`src/rtl/alu_sched_pkg.sv`:
```
// Shared definitions for the ALU request scheduler: opcode encodings,
// FSM state type and the latched request record.
package alu_sched_pkg;

    localparam int SCHED_WIDTH = 64;

    localparam logic [3:0] OP_ADD   = 4'd0;
    localparam logic [3:0] OP_SUB   = 4'd1;
    localparam logic [3:0] OP_AND   = 4'd2;
    localparam logic [3:0] OP_OR    = 4'd3;
    localparam logic [3:0] OP_MUL   = 4'd4;
    localparam logic [3:0] OP_NOR   = 4'd5;
    localparam logic [3:0] OP_SLL   = 4'd6;
    localparam logic [3:0] OP_SLTU  = 4'd7;
    localparam logic [3:0] OP_MAX   = 4'd8;
    localparam logic [3:0] OP_PASSB = 4'd9;
    localparam int         OP_COUNT = 10;

    typedef enum logic [1:0] {
        ST_IDLE = 2'd0,
        ST_EXEC = 2'd1,
        ST_RESP = 2'd2
    } sched_state_t;

    typedef struct packed {
        logic [3:0]             opcode;
        logic [SCHED_WIDTH-1:0] input1;
        logic [SCHED_WIDTH-1:0] input2;
        logic [4:0]             shiftValue;
        logic                   id;
    } alu_req_t;

    function automatic logic op_is_legal(input logic [3:0] op);
        return op < 4'(OP_COUNT);
    endfunction

endpackage

```
`src/rtl/alu_rr_arbiter2.sv`:
```
// Two-way round-robin arbiter. Grants only while enabled; the pointer
// moves to the requester that was not granted, so a busy pair alternates.
module alu_rr_arbiter2 (
    input  logic       clk,
    input  logic       rst,
    input  logic [1:0] i_valid,
    input  logic       i_enable,
    output logic [1:0] o_grant
);

    logic r_ptr;

    // grant decode: a lone requester wins, a tie goes to the pointer
    always_comb begin
        o_grant = 2'b00;
        if (i_enable) begin
            case (i_valid)
                2'b01:   o_grant = 2'b01;
                2'b10:   o_grant = 2'b10;
                2'b11:   o_grant = r_ptr ? 2'b10 : 2'b01;
                default: o_grant = 2'b00;
            endcase
        end
    end

    // pointer favours the other requester after every grant
    always_ff @(posedge clk) begin
        if (rst)
            r_ptr <= 1'b0;
        else if (|o_grant)
            r_ptr <= ~o_grant[1];
    end

endmodule

```
`src/rtl/alu_req_scheduler.sv`:
```
// Shares one combinational ALU between two requesters: accept, drive the
// ALU from registered operands, capture result/flags, return a tagged
// response. Build option ALU_SCHED_MUL_MULTICYCLE_EN holds MUL on the ALU
// for MUL_LATENCY cycles; without it MUL takes one cycle like every op.
//
//   state | meaning
//   IDLE  | ready follows the arbiter grant, waiting for a request
//   EXEC  | ALU inputs held from drive registers, result captured on exit
//   RESP  | response presented until rsp_ready
module alu_req_scheduler
    import alu_sched_pkg::*;
#(
    parameter int WIDTH       = 64,
    parameter int MUL_LATENCY = 4
) (
    input  logic             clk,
    input  logic             rst,
    input  logic             req0_valid,
    output logic             req0_ready,
    input  logic [3:0]       req0_opcode,
    input  logic [WIDTH-1:0] req0_input1,
    input  logic [WIDTH-1:0] req0_input2,
    input  logic [4:0]       req0_shiftValue,
    input  logic             req1_valid,
    output logic             req1_ready,
    input  logic [3:0]       req1_opcode,
    input  logic [WIDTH-1:0] req1_input1,
    input  logic [WIDTH-1:0] req1_input2,
    input  logic [4:0]       req1_shiftValue,
    output logic [3:0]       alu_opcode,
    output logic [WIDTH-1:0] alu_input1,
    output logic [WIDTH-1:0] alu_input2,
    output logic [4:0]       alu_shiftValue,
    input  logic [WIDTH-1:0] alu_result,
    input  logic             alu_carryFlag,
    input  logic             alu_zeroFlag,
    input  logic             alu_signFlag,
    output logic             rsp_valid,
    input  logic             rsp_ready,
    output logic             rsp_id,
    output logic             rsp_err,
    output logic [WIDTH-1:0] rsp_result,
    output logic             rsp_carryFlag,
    output logic             rsp_zeroFlag,
    output logic             rsp_signFlag
);

    sched_state_t     r_state;
    sched_state_t     w_state_nxt;
    alu_req_t         r_drv;
    alu_req_t         w_req_sel;
    logic [1:0]       w_grant;
    logic             w_idle;
    logic             w_accept;
    logic             w_legal;
    logic             w_exec_done;

    logic             r_rsp_id;
    logic             r_rsp_err;
    logic [WIDTH-1:0] r_rsp_result;
    logic             r_rsp_carry;
    logic             r_rsp_zero;
    logic             r_rsp_sign;

    assign w_idle   = (r_state == ST_IDLE);
    assign w_accept = |w_grant;
    assign w_legal  = op_is_legal(w_req_sel.opcode);

    alu_rr_arbiter2 u_arb (
        .clk      (clk),
        .rst      (rst),
        .i_valid  ({req1_valid, req0_valid}),
        .i_enable (w_idle),
        .o_grant  (w_grant)
    );

    // select the granted requester's fields as one record
    always_comb begin
        w_req_sel = '0;
        if (w_grant[1]) begin
            w_req_sel.opcode     = req1_opcode;
            w_req_sel.input1     = req1_input1;
            w_req_sel.input2     = req1_input2;
            w_req_sel.shiftValue = req1_shiftValue;
            w_req_sel.id         = 1'b1;
        end else begin
            w_req_sel.opcode     = req0_opcode;
            w_req_sel.input1     = req0_input1;
            w_req_sel.input2     = req0_input2;
            w_req_sel.shiftValue = req0_shiftValue;
            w_req_sel.id         = 1'b0;
        end
    end

`ifdef ALU_SCHED_MUL_MULTICYCLE_EN
    localparam int CNT_W = (MUL_LATENCY > 1) ? $clog2(MUL_LATENCY) : 1;

    logic [CNT_W-1:0] r_mul_cnt;

    // MUL residency counter: loaded at accept, counts down through EXEC
    always_ff @(posedge clk) begin
        if (rst)
            r_mul_cnt <= '0;
        else if (w_accept && w_legal && (w_req_sel.opcode == OP_MUL))
            r_mul_cnt <= CNT_W'(MUL_LATENCY - 1);
        else if ((r_state == ST_EXEC) && (r_mul_cnt != '0))
            r_mul_cnt <= r_mul_cnt - 1'b1;
    end

    assign w_exec_done = (r_state == ST_EXEC) && (r_mul_cnt == '0);
`else
    localparam int MUL_LATENCY_UNUSED = MUL_LATENCY;

    assign w_exec_done = (r_state == ST_EXEC);
`endif

    // state register
    always_ff @(posedge clk) begin
        if (rst)
            r_state <= ST_IDLE;
        else
            r_state <= w_state_nxt;
    end

    // next state and handshake outputs
    always_comb begin
        w_state_nxt = r_state;
        req0_ready  = 1'b0;
        req1_ready  = 1'b0;
        rsp_valid   = 1'b0;
        case (r_state)
            ST_IDLE: begin
                req0_ready = w_grant[0];
                req1_ready = w_grant[1];
                if (w_accept)
                    w_state_nxt = w_legal ? ST_EXEC : ST_RESP;
            end
            ST_EXEC: begin
                if (w_exec_done)
                    w_state_nxt = ST_RESP;
            end
            ST_RESP: begin
                rsp_valid = 1'b1;
                if (rsp_ready)
                    w_state_nxt = ST_IDLE;
            end
            default: w_state_nxt = ST_IDLE;
        endcase
    end

    // ALU drive registers: loaded only for legal ops, held otherwise
    always_ff @(posedge clk) begin
        if (rst)
            r_drv <= '0;
        else if (w_accept && w_legal)
            r_drv <= w_req_sel;
    end

    // response registers: synthetic error response or captured ALU output
    always_ff @(posedge clk) begin
        if (rst) begin
            r_rsp_id     <= 1'b0;
            r_rsp_err    <= 1'b0;
            r_rsp_result <= '0;
            r_rsp_carry  <= 1'b0;
            r_rsp_zero   <= 1'b0;
            r_rsp_sign   <= 1'b0;
        end else if (w_accept && !w_legal) begin
            r_rsp_id     <= w_req_sel.id;
            r_rsp_err    <= 1'b1;
            r_rsp_result <= '0;
            r_rsp_carry  <= 1'b0;
            r_rsp_zero   <= 1'b1;
            r_rsp_sign   <= 1'b0;
        end else if (w_exec_done) begin
            r_rsp_id     <= r_drv.id;
            r_rsp_err    <= 1'b0;
            r_rsp_result <= alu_result;
            r_rsp_carry  <= alu_carryFlag;
            r_rsp_zero   <= alu_zeroFlag;
            r_rsp_sign   <= alu_signFlag;
        end
    end

    assign alu_opcode     = r_drv.opcode;
    assign alu_input1     = r_drv.input1;
    assign alu_input2     = r_drv.input2;
    assign alu_shiftValue = r_drv.shiftValue;

    assign rsp_id         = r_rsp_id;
    assign rsp_err        = r_rsp_err;
    assign rsp_result     = r_rsp_result;
    assign rsp_carryFlag  = r_rsp_carry;
    assign rsp_zeroFlag   = r_rsp_zero;
    assign rsp_signFlag   = r_rsp_sign;

endmodule

```
`config.mk`:
```
export PLATFORM = sky130hd
export DESIGN_NAME = alu_req_scheduler
export DESIGN_NICKNAME = d
export VERILOG_FILES = /design/src/rtl/alu_sched_pkg.sv /design/src/rtl/alu_rr_arbiter2.sv /design/src/rtl/alu_req_scheduler.sv
export SDC_FILE = /design/constraint.sdc
export NUM_CORES = 1
export LEC_CHECK = 0
export CAP_MARGIN = 20
export CORE_AREA = 2 2 214 216
export DETAILED_ROUTE_END_ITERATION = 10
export DIE_AREA = 0 0 216 218
export RECOVER_POWER = 25
export SYNTH_ARGS = -nofsm -noshare
export SYNTH_HDL_FRONTEND = slang
export SYNTH_HIERARCHICAL = 1
export SYNTH_SLANG_ARGS = --single-unit
```
`constraint.sdc`:
```
create_clock -name clk -period 1.9 [get_ports clk]
set_input_delay 0.38 -clock clk [delete_from_list [all_inputs] [get_ports clk]]
set_output_delay 0.38 -clock clk [all_outputs]
set_load 0.02 [all_outputs]
```
Yosys cells after proc, flatten, opt, wreduce, memory -nomap -nowiden:

Index checks and enable logic that the tools add are counted.

* word-level logic and storage cells: 47
* memory bits (writable): 0
* bits in read-only memories: 0
* output and inout port bits: 209
* memories kept: 0
* register bits: 210
* bits in latches: 0
* bits of input ports: 346

* multiply operators: 0
* multiplexer cells: 17
* order comparisons: 1
* bitwise logic cells: 1
* equality and inequality tests: 7
* shifts and indexed selects: 0
* reduce and logical (&&, ||, !) cells: 8
* divide/modulo/power cells: 0
* add/subtract/negate cells: 0

Operators by type and width (count)
* $mux 138: 1
* $pmux 2 s3: 2
* $mux 2: 5
* $mux 1: 9
* $eq 2x2->1 const B: 3
* $eq 2x1->1 const B: 2
* $lt 4x4->1 const B: 1
* $ne 2x2->1 const B: 2
* $reduce_or 2->1: 2
* $logic_and 1x1->1: 2
* $logic_not 2->1: 1
* $reduce_and 2->1: 1
* $reduce_bool 2->1: 1
* $logic_not 1->1: 1
* $not 1->1: 1

Longest topological paths before layout:

Gate-level depths: netlist (run 1).

* depth after elaboration: 8
* mapped depth: 10
* depth with buffers taken out: 7

Cells and area by module:

The synthesis (run 1) kept the hierarchy.

By module, submodules not included
* alu_req_scheduler: times used 1, area each 9590.4 µm², seq. area each 4184.0 µm², cells an instance 1071
* alu_rr_arbiter2: times used 1, area each 55.1 µm², seq. area each 20.0 µm², cells an instance 8

Least setup slack after synthesis (run 1):

Ideal clock, no wire load.

* path type: register to output
* from: register r_state[1]
* to: output port req1_ready
* arrival: 1.598 ns
* path slack: -0.078 ns
* data required time: 1.520 ns
* buffers on the path: 3
* stages on the path, launching flop included: 8
* path through: dfxtp_1 > nor2_1 > nand2_1 > a21oi_1 > buf_4 > buf_2 > buf_2 > and2_1

* cells in the longest elaborated chain, start to end: 3

Ends and longest elaborated chain
* start: declaration: RTL line alu_req_scheduler.sv:48 `sched_state_t r_state;`
* start signal: assignment: RTL line alu_req_scheduler.sv:122 `r_state <= w_state_nxt;`
* $logic_not 2->1: RTL line alu_req_scheduler.sv:65 `assign w_idle = (r_state == ST_IDLE);`
* net w_idle: RTL line alu_req_scheduler.sv:53 `logic w_idle;`
* $mux 2: RTL line alu_rr_arbiter2.sv:16 `if (i_enable) begin`
* net w_grant[1]: RTL line alu_req_scheduler.sv:52 `logic [1:0] w_grant;`
* $mux 1: RTL line alu_req_scheduler.sv:131 `case (r_state)`
* end: declaration: RTL line alu_req_scheduler.sv:25 `output logic req1_ready,`

The timed path passes the listed nets, and every way through them passes these cells.

Final worst setup path (run 1):

Same ends and word-level chain as after synthesis.

==> summary.md, run 1 <==
| Metric | Value |
|---|---|
| Status | finished with violations |
| Failing checks | negative setup slack |
| Antenna diodes | 0 |
| Largest cells by area after synthesis | dfxtp_1 44%, mux2i_1 14%, buf_4 12% |
| Io pins | ~560 |
| Pre-CTS setup slack | -461 ps |
| Post-synth top cells | 210 x dfxtp_1, 148 x buf_4, 138 x a211oi_1, 138 x nand2_1, 138 x nor2_1 |
| Total GRT Usage | 14.4% |
| Vias in the first global route | about 9,000 |
| RSZ-0062 raised after global routing | yes |
| Syn avg cell area | 8.94 µm² |
| Peak supply drop | 0.000579 V |
| WL final | 37.8 mm |
| Final ANT Viol Nets | 0 |
| Mapped Area | 9650 µm² |
| Synth warn | 6 |
| Initial DRT Pass Iterations | 5 |
| Max_cap viols | 0 |
| Vias | 9,189 |
| Largest fanout on the critical path | 3 |
| Synth async-reset ratio | 0% |
| Die Y | 218 µm |
| Area of the multi-input gates | 4540 µm² |
| Syn-to-layout area delta | 82.3% |
| Initial DRC Count | 372 |
| F_max | 481 MHz |
| Pwr/cell area | 986 nW/µm² |
| CP cell instances | nor2_4 > nand2_2 > a21oi_4 > buf_12 > and2_4 > buf_6 |
| Starting Density | a little over a fifth |
| Tcrit/Tclk final | 109% |
| Gate Count Post-Synth | 1,079 |
| Worst min path class | in2reg |
| Worst Path Required | ~1500 ps |
| CP Depth | 6 |
| HPWL Detailed | 26.1 mm |
| Placer Congestion | 0.806 |
| TritonCTS Buffers | 26 |
| Wire per inst | roughly 17 µm |
| Power, Total | ~17,000 µW |
| Final setup fails | 171 |
| Kind of start point of the critical path | flop |
| Clk slew on worst S/H paths | 60 ps |
| Post-layout nets | ~1,900 |
| Util after Layout | about two fifths |
| Clock sinks | 210 |
| Post-route DRC | 0 |
| Syn nets | between 1,000 and 1,500 |
| Data arrival, critical path | 1700 ps |
| Vias per Instance | approximately 4.2 |
| Die Wd | 216 µm |
| R2R Path End | alu_input2[40]$_SDFFE_PP0P_ |
| Buf+Inv Stages, Crit Path | 2 |
| Max-slew headroom | 51.7% |
| Top Family by Delay on Critical Path | simple AND/OR/NAND/NOR gates |
| Top cell type's share of synthesized area | roughly 44% |
| Die ar. | 47,100 µm² |
| Post-synthesis cell type count | 28 |
| Total gr overflow | 0 |
| Most area-hungry cell type in the Yosys netlist | dfxtp_1 |
| Root Driver | clkbuf_16 |
| Critical path class | reg2out |
| Hold Path Stages | 2 |
| Total negative setup slack | -11,560 ps |
| Worst Hold Endpoint | r_drv[0]$_SDFFE_PP0P_ |
| Static leakage | 0.00635 µW |
| Core Region | around 45,000 µm² |
| Final Critical Period | 2080 ps |
| Maximum clock path buffer count | 3 |
| Layout cells sized above 1 | around 18% |
| Largest net degree at the start of global routing | 95 |
| Main synth FF type | dfxtp_1 |
| #FFs+latches synth | 210 |
| Internal reg-to-reg setup slack | -160 ps |
| Initial antenna violation count | 0 |
| Clock Latency Late Sink | 550 ps |
| # fillers | approximately 4,400 |
| Num rows | 78 |
| Reg2Reg Depth | 13 |
| First-pass GRT wire length | approximately 52 mm |
| Post-synth EDFFs | 0 |
| Setup WS post-layout | -178 ps |
| Slowest cell on crit path | dfxtp_2 |
| CTS tree | done |
| Clock Skews | 16.3 ps |
| Hold Startpoint | rst |
| Final hold violations | 0 |
| Worst setup EP type | output pin |
| Crit Reg-Reg Startpoint | r_state[1]$_SDFFE_PP0P_ |
| Storage element area | 4210 µm² |
| Final Slew Violations | 0 |
| Slew @ Worst Pin | 724 ps |
| Slowest cell delay on critical path | 330 ps |
| Buffers on Ports | 554 |
| H-tree depth | 1 |
| Count leader, synth | dfxtp_1 |
| Register area share after synthesis | 43.6% |
==> sequential cells by signal, indices dropped and copies added (netlist names) <==
name,count
alu_shiftValue,5
r_state,2
rsp_result,64
alu_input2,64
r_drv,1
alu_input1,64
rsp_signFlag,1
rsp_id,1
rsp_err,1
rsp_carryFlag,1
alu_opcode,4
u_arb/r_ptr,1
rsp_zeroFlag,1
==> metrics by stage <==
step	std cells	instance area, µm²	hold WS, ps
after floorplan	1079	9650	450
after detailed placement	2073	15100	446
after CTS	2143	16700	17.0
after global placement	2073	15100	440
final	2169	17600	50.5
after global routing	2169	17600	19.2
==> how the worst max path moves through the flow <==
| stage | end | slack (ps) | startpoint |
|---|---|---|---|
| 5_1_grt | req1_ready | -290 | r_state[1]$_SDFFE_PP0P_ |
| 3_5_place_dp | alu_input2[2]$_SDFFE_PP0P_ | -460 | req1_valid |
| 6_report | req1_ready | -180 | r_state[1]$_SDFFE_PP0P_ |
| 3_3_place_gp | alu_input2[2]$_SDFFE_PP0P_ | -430 | req1_valid |
| 4_1_cts | req1_ready | -200 | r_state[0]$_SDFFE_PP0P_ |
| 2_1_floorplan | req1_ready | 0.1 | r_state[1]$_SDFFE_PP0P_ |
==> worst reg2reg max path: cells and delay by family, from the launching register on <==
family	cells	cell delay, ps
buf+inv	6	870
compound gates	3	430
flops	1	330
simple gates	4	330
==> cells in the final DEF (no fill, tap or decap), drive strengths merged <==
cell type	netlist	final
a2111oi	1	1
nor2	138	138
a31oi	1	1
o211ai	1	1
clkinv	0	6
dlymetal6s2s	0	2
o21a	3	3
and2	2	2
dfxtp	210	210
bufbuf	0	1
clkinvlp	0	1
nand2	138	138
nand2b	3	3
nor3b	1	1
nor2b	2	2
and3b	1	1
bufinv	0	2
inv	2	3
clkdlybuf4s50	0	534
dlygate4sd2	0	14
o21ai	4	4
mux2i	136	136
clkbuf	25	49
mux2	1	1
nor3	1	1
a21oi	72	72
a211oi	138	138
a311oi	1	1
buf	197	102
o2bb2ai	1	1
==> cell families (layout without fill, tap and decap cells) <==
group / Yosys count / count (layout) / share of synthesized area (%)
and+or+nand+nor: 286 / 286 / 11.5
buffers and inverters: 224 / 714 / 15.2
AOI/OAI and AO/OA: 222 / 222 / 15.5
muxes: 137 / 137 / 14.2
DFF: 210 / 210 / 43.6
==> report_power, final <==
| group | leakage, µW | switching [µW] | internal, µW |
|---|---|---|---|
| logic | 0.00421 | 3280 | 3670 |
| registers | 0.00172 | 363 | 5050 |
| clock network | 0.000424 | 1980 | 3000 |
| total | 0.00635 | 5620 | 11700 |
==> timing repair <==
action	in CTS	in global routing
hold buffers	0	0
setup endpoints to repair	368	397
gates cloned	11	12
buffers inserted	12	17
gates resized for setup	108	113
pin swaps	9	38
hold endpoints to repair	0	0
==> layout make-up <==
type,instances,share of cell area [%]
Multi-Input combinational cell,645,25.8
Sequential cell,210,23.9
Inverter,2,0.0427
Clock buffer,38,4.24
Timing Repair Buffer,664,41.0
Tap cell,600,4.27
Clock inverter,10,0.690
==> per-layer routing <==
metal | vias to the layer above | part of all wire [%] | GRT usage [%]
li1 | 4534 | - | -
met1 | 4212 | 39 | 16.1
met3 | 52 | 8.1 | 4.49
met4 | 0 | 3.0 | 4.70
met5 | - | 0 | 0
met2 | 391 | 50 | 25.8
No activity file was read; power rests on OpenSTA's default activity.
==> run 2, diff against run 1 <==
Settings changed: CELL_PAD_IN_SITES_DETAIL_PLACEMENT set to 1, CELL_PAD_IN_SITES_GLOBAL_PLACEMENT set to 1, CORE_AREA 2 2 214 216 to 2 2 216 218, DIE_AREA 0 0 216 218 to 0 0 218 220, PLACE_DENSITY_LB_ADDON set to 0.1.
==> run 2 against run 1 <==
  * The run still ends with negative setup slack left
  * Sequential power rose by 2%
  * Non-clock buffer count grew 35
  * Power up 9.9%
  * Clock-buffer cell count up 1
  * Critical path depth stayed put
  * Wire length is 26% higher
  * Via count is 5.2% higher
  * Worst setup slack improved by 3.7 ps
  * Critical path type unchanged
  * Critical endpoint is now req0_ready
  * Largest cell class unchanged
  * Highest routed layer is now met5
==> summary.md, run 2 (synthesis results as in run 1) <==
| Metric | Value |
|---|---|
| Slew @ Worst Pin | 846 ps |
| Wire per inst | 21.4 µm |
| Commonest non-fill, non-tap cells in the layout | 347 x clkdlybuf4s50_1, 208 x dfxtp_1, 191 x dlygate4sd2_1 |
| Placer Congestion | 0.732 |
| # fillers | 4,976 |
| F_max | between 400 and 500 MHz |
| TritonCTS Buffers | 28 |
| Met2 Routed Length | 24.2 mm |
| Total GRT Usage | around 18% |
| Power, Total | between 15,000 and 20,000 µW |
| DR top layer | met5 |
| Data arrival, critical path | 1690 ps |
| RSZ-0062 raised after global routing | yes |
| Worst setup EP type | output pin |
| Core Region | 45,900 µm² |
| Num rows | 79 |
| Clock sinks | 210 |
| Worst Path Required | 1520 ps |
| Post-route DRC | 0 |
| Initial DRC Count | 277 |
| Critical path class | reg2out |
| Static leakage | approximately 0.0078 µW |
| Clock Skews | 22.1 ps |
| Total negative setup slack | -12,240 ps |
| Pwr/cell area | 976 nW/µm² |
| Final Slew Violations | 0 |
| Vias in the first global route | roughly 10,000 |
| Vias | 9,665 |
| Vias per Instance | 4.36 |
| Metal3 WL | 4.14 mm |
| CTS Hold Bufs | 0 |
| Total gr overflow | 0 |
| Status | finished with violations |
| Setup WS post-layout | -175 ps |
| Clock Latency Late Sink | 560 ps |
| Peak supply drop | 0.000699 V |
| Die Y | 220 µm |
| Final setup fails | 190 |
| Buffers on Ports | 554 |
| Final Cell Area | about 20,000 µm² |
| Failing checks | negative setup slack |
| Worst min path class | in2reg |
| Max-slew headroom | 43.6% |
| Largest net degree at the start of global routing | 56 |
| Io pins | 555 |
| CTS tree | done |
| Kind of start point of the critical path | flop |
| Die Wd | 218 µm |
| Root Driver | clkbuf_16 |
| WL met1 | 17.9 mm |
| Final hold violations | 0 |
| HPWL Detailed | about 31 mm |
| First-pass GRT wire length | 64.3 mm |
| Maximum clock path buffer count | 3 |
| Starting Density | 21.0% |
| Most common cell after layout, fill and taps aside | clkdlybuf4s50_1 |
| Final ANT Viol Nets | 0 |
| Die ar. | 48,000 µm² |
| Final Critical Period | 2070 ps |
| Largest fanout on the critical path | 3 |
| Clk slew on worst S/H paths | 60 ps |
| Layout cells sized above 1 | 34.2% |
| Max_cap viols | 0 |
| Placed Area | 15,200 µm² |
| Initial antenna violation count | 5 |
| WL final | 47.4 mm |
| Post-layout nets | 1,933 |
| Syn-to-layout area delta | 102% |
| Initial DRT Pass Iterations | 4 |
| Tcrit/Tclk final | 109% |
| H-tree depth | 1 |
run 2: cell count changes in the layout (fill, tap and decap cells not counted), moves of 50 or more:
cell / before / now
nor2_4: 2 / 77
a21oi_2: 2 / 64
nor2_1: 107 / 28
a21oi_1: 69 / 7
dlygate4sd2_1: 14 / 191
clkdlybuf4s50_1: 534 / 347
a211oi_1: 61 / 11
run 2: worst paths after layout:
path | start | to | depth (start not counted) | slack, ps
min reg2reg | rsp_result[32]$_SDFFE_PP0P_ | rsp_result[32]$_SDFFE_PP0P_ | 2 | 450
max | r_state[1]$_SDFFE_PP0P_ | req0_ready | 6 | -170
max reg2reg | r_state[1]$_SDFFE_PP0P_ | alu_input1[61]$_SDFFE_PP0P_ | 12 | -160
min | rst | alu_opcode[3]$_SDFFE_PP0P_ | 2 | 130
run 2: cell type report:
class / count / area [µm²] / share of cell area, %
multi-input combinational: 646 / 5850 / 30.0
tap: 607 / 759 / 3.89
clock buffer: 39 / 823 / 4.22
sequential: 210 / 4210 / 21.6
antenna: 3 / 7.51 / 0.0385
timing repair buffer: 699 / 7780 / 39.9
clock inverter: 10 / 81.3 / 0.417
inverter: 2 / 7.51 / 0.0385
run 2: metrics by stage:
step / worst slack, ps / hold slack (ps) / util (%) / instances
finish: -175 / 126 / 42.6 / 2216
global route: -276 / 122 / 42.6 / 2216
CTS: -200 / 60.9 / 40.1 / 2195
detailed placement: -411 / 447 / 33.2 / 2078
global placement: -396 / 442 / 33.2 / 2078
floorplan: 0.131 / 450 / - / 1079
run 2: worst max-delay path: stages, from the launching register on:
cell	delay, ps
dfxtp_2	330
nor2_4	170
nand2_1	90
a21oi_2	160
buf_4	140
and2_4	130
buf_6	110
run 2: layer usage:
metal,vias to the layer above,global-route usage [%]
met1,4637,19.7
met3,64,6.22
li1,4615,-
met4,4,5.33
met5,-,0
met2,345,32.2
run 2: timing repair:
action | 4_1_cts | 5_1_grt
pin swaps | 85 | 58
setup endpoints to repair | 372 | 218
buffers inserted | 38 | 21
gates cloned | 31 | 17
gates resized for setup | 530 | 243
run 2: report_power, final:
| group | internal, µW | switching, µW | leakage (µW) | total (µW) |
|---|---|---|---|---|
| Combinational | 4200 | 4050 | 0.00565 | 8250 |
| Clock | 3130 | 2120 | 0.000451 | 5250 |
| Sequential | 5050 | 490 | 0.00172 | 5540 |
| Total | 12400 | 6670 | 0.00783 | 19000 |
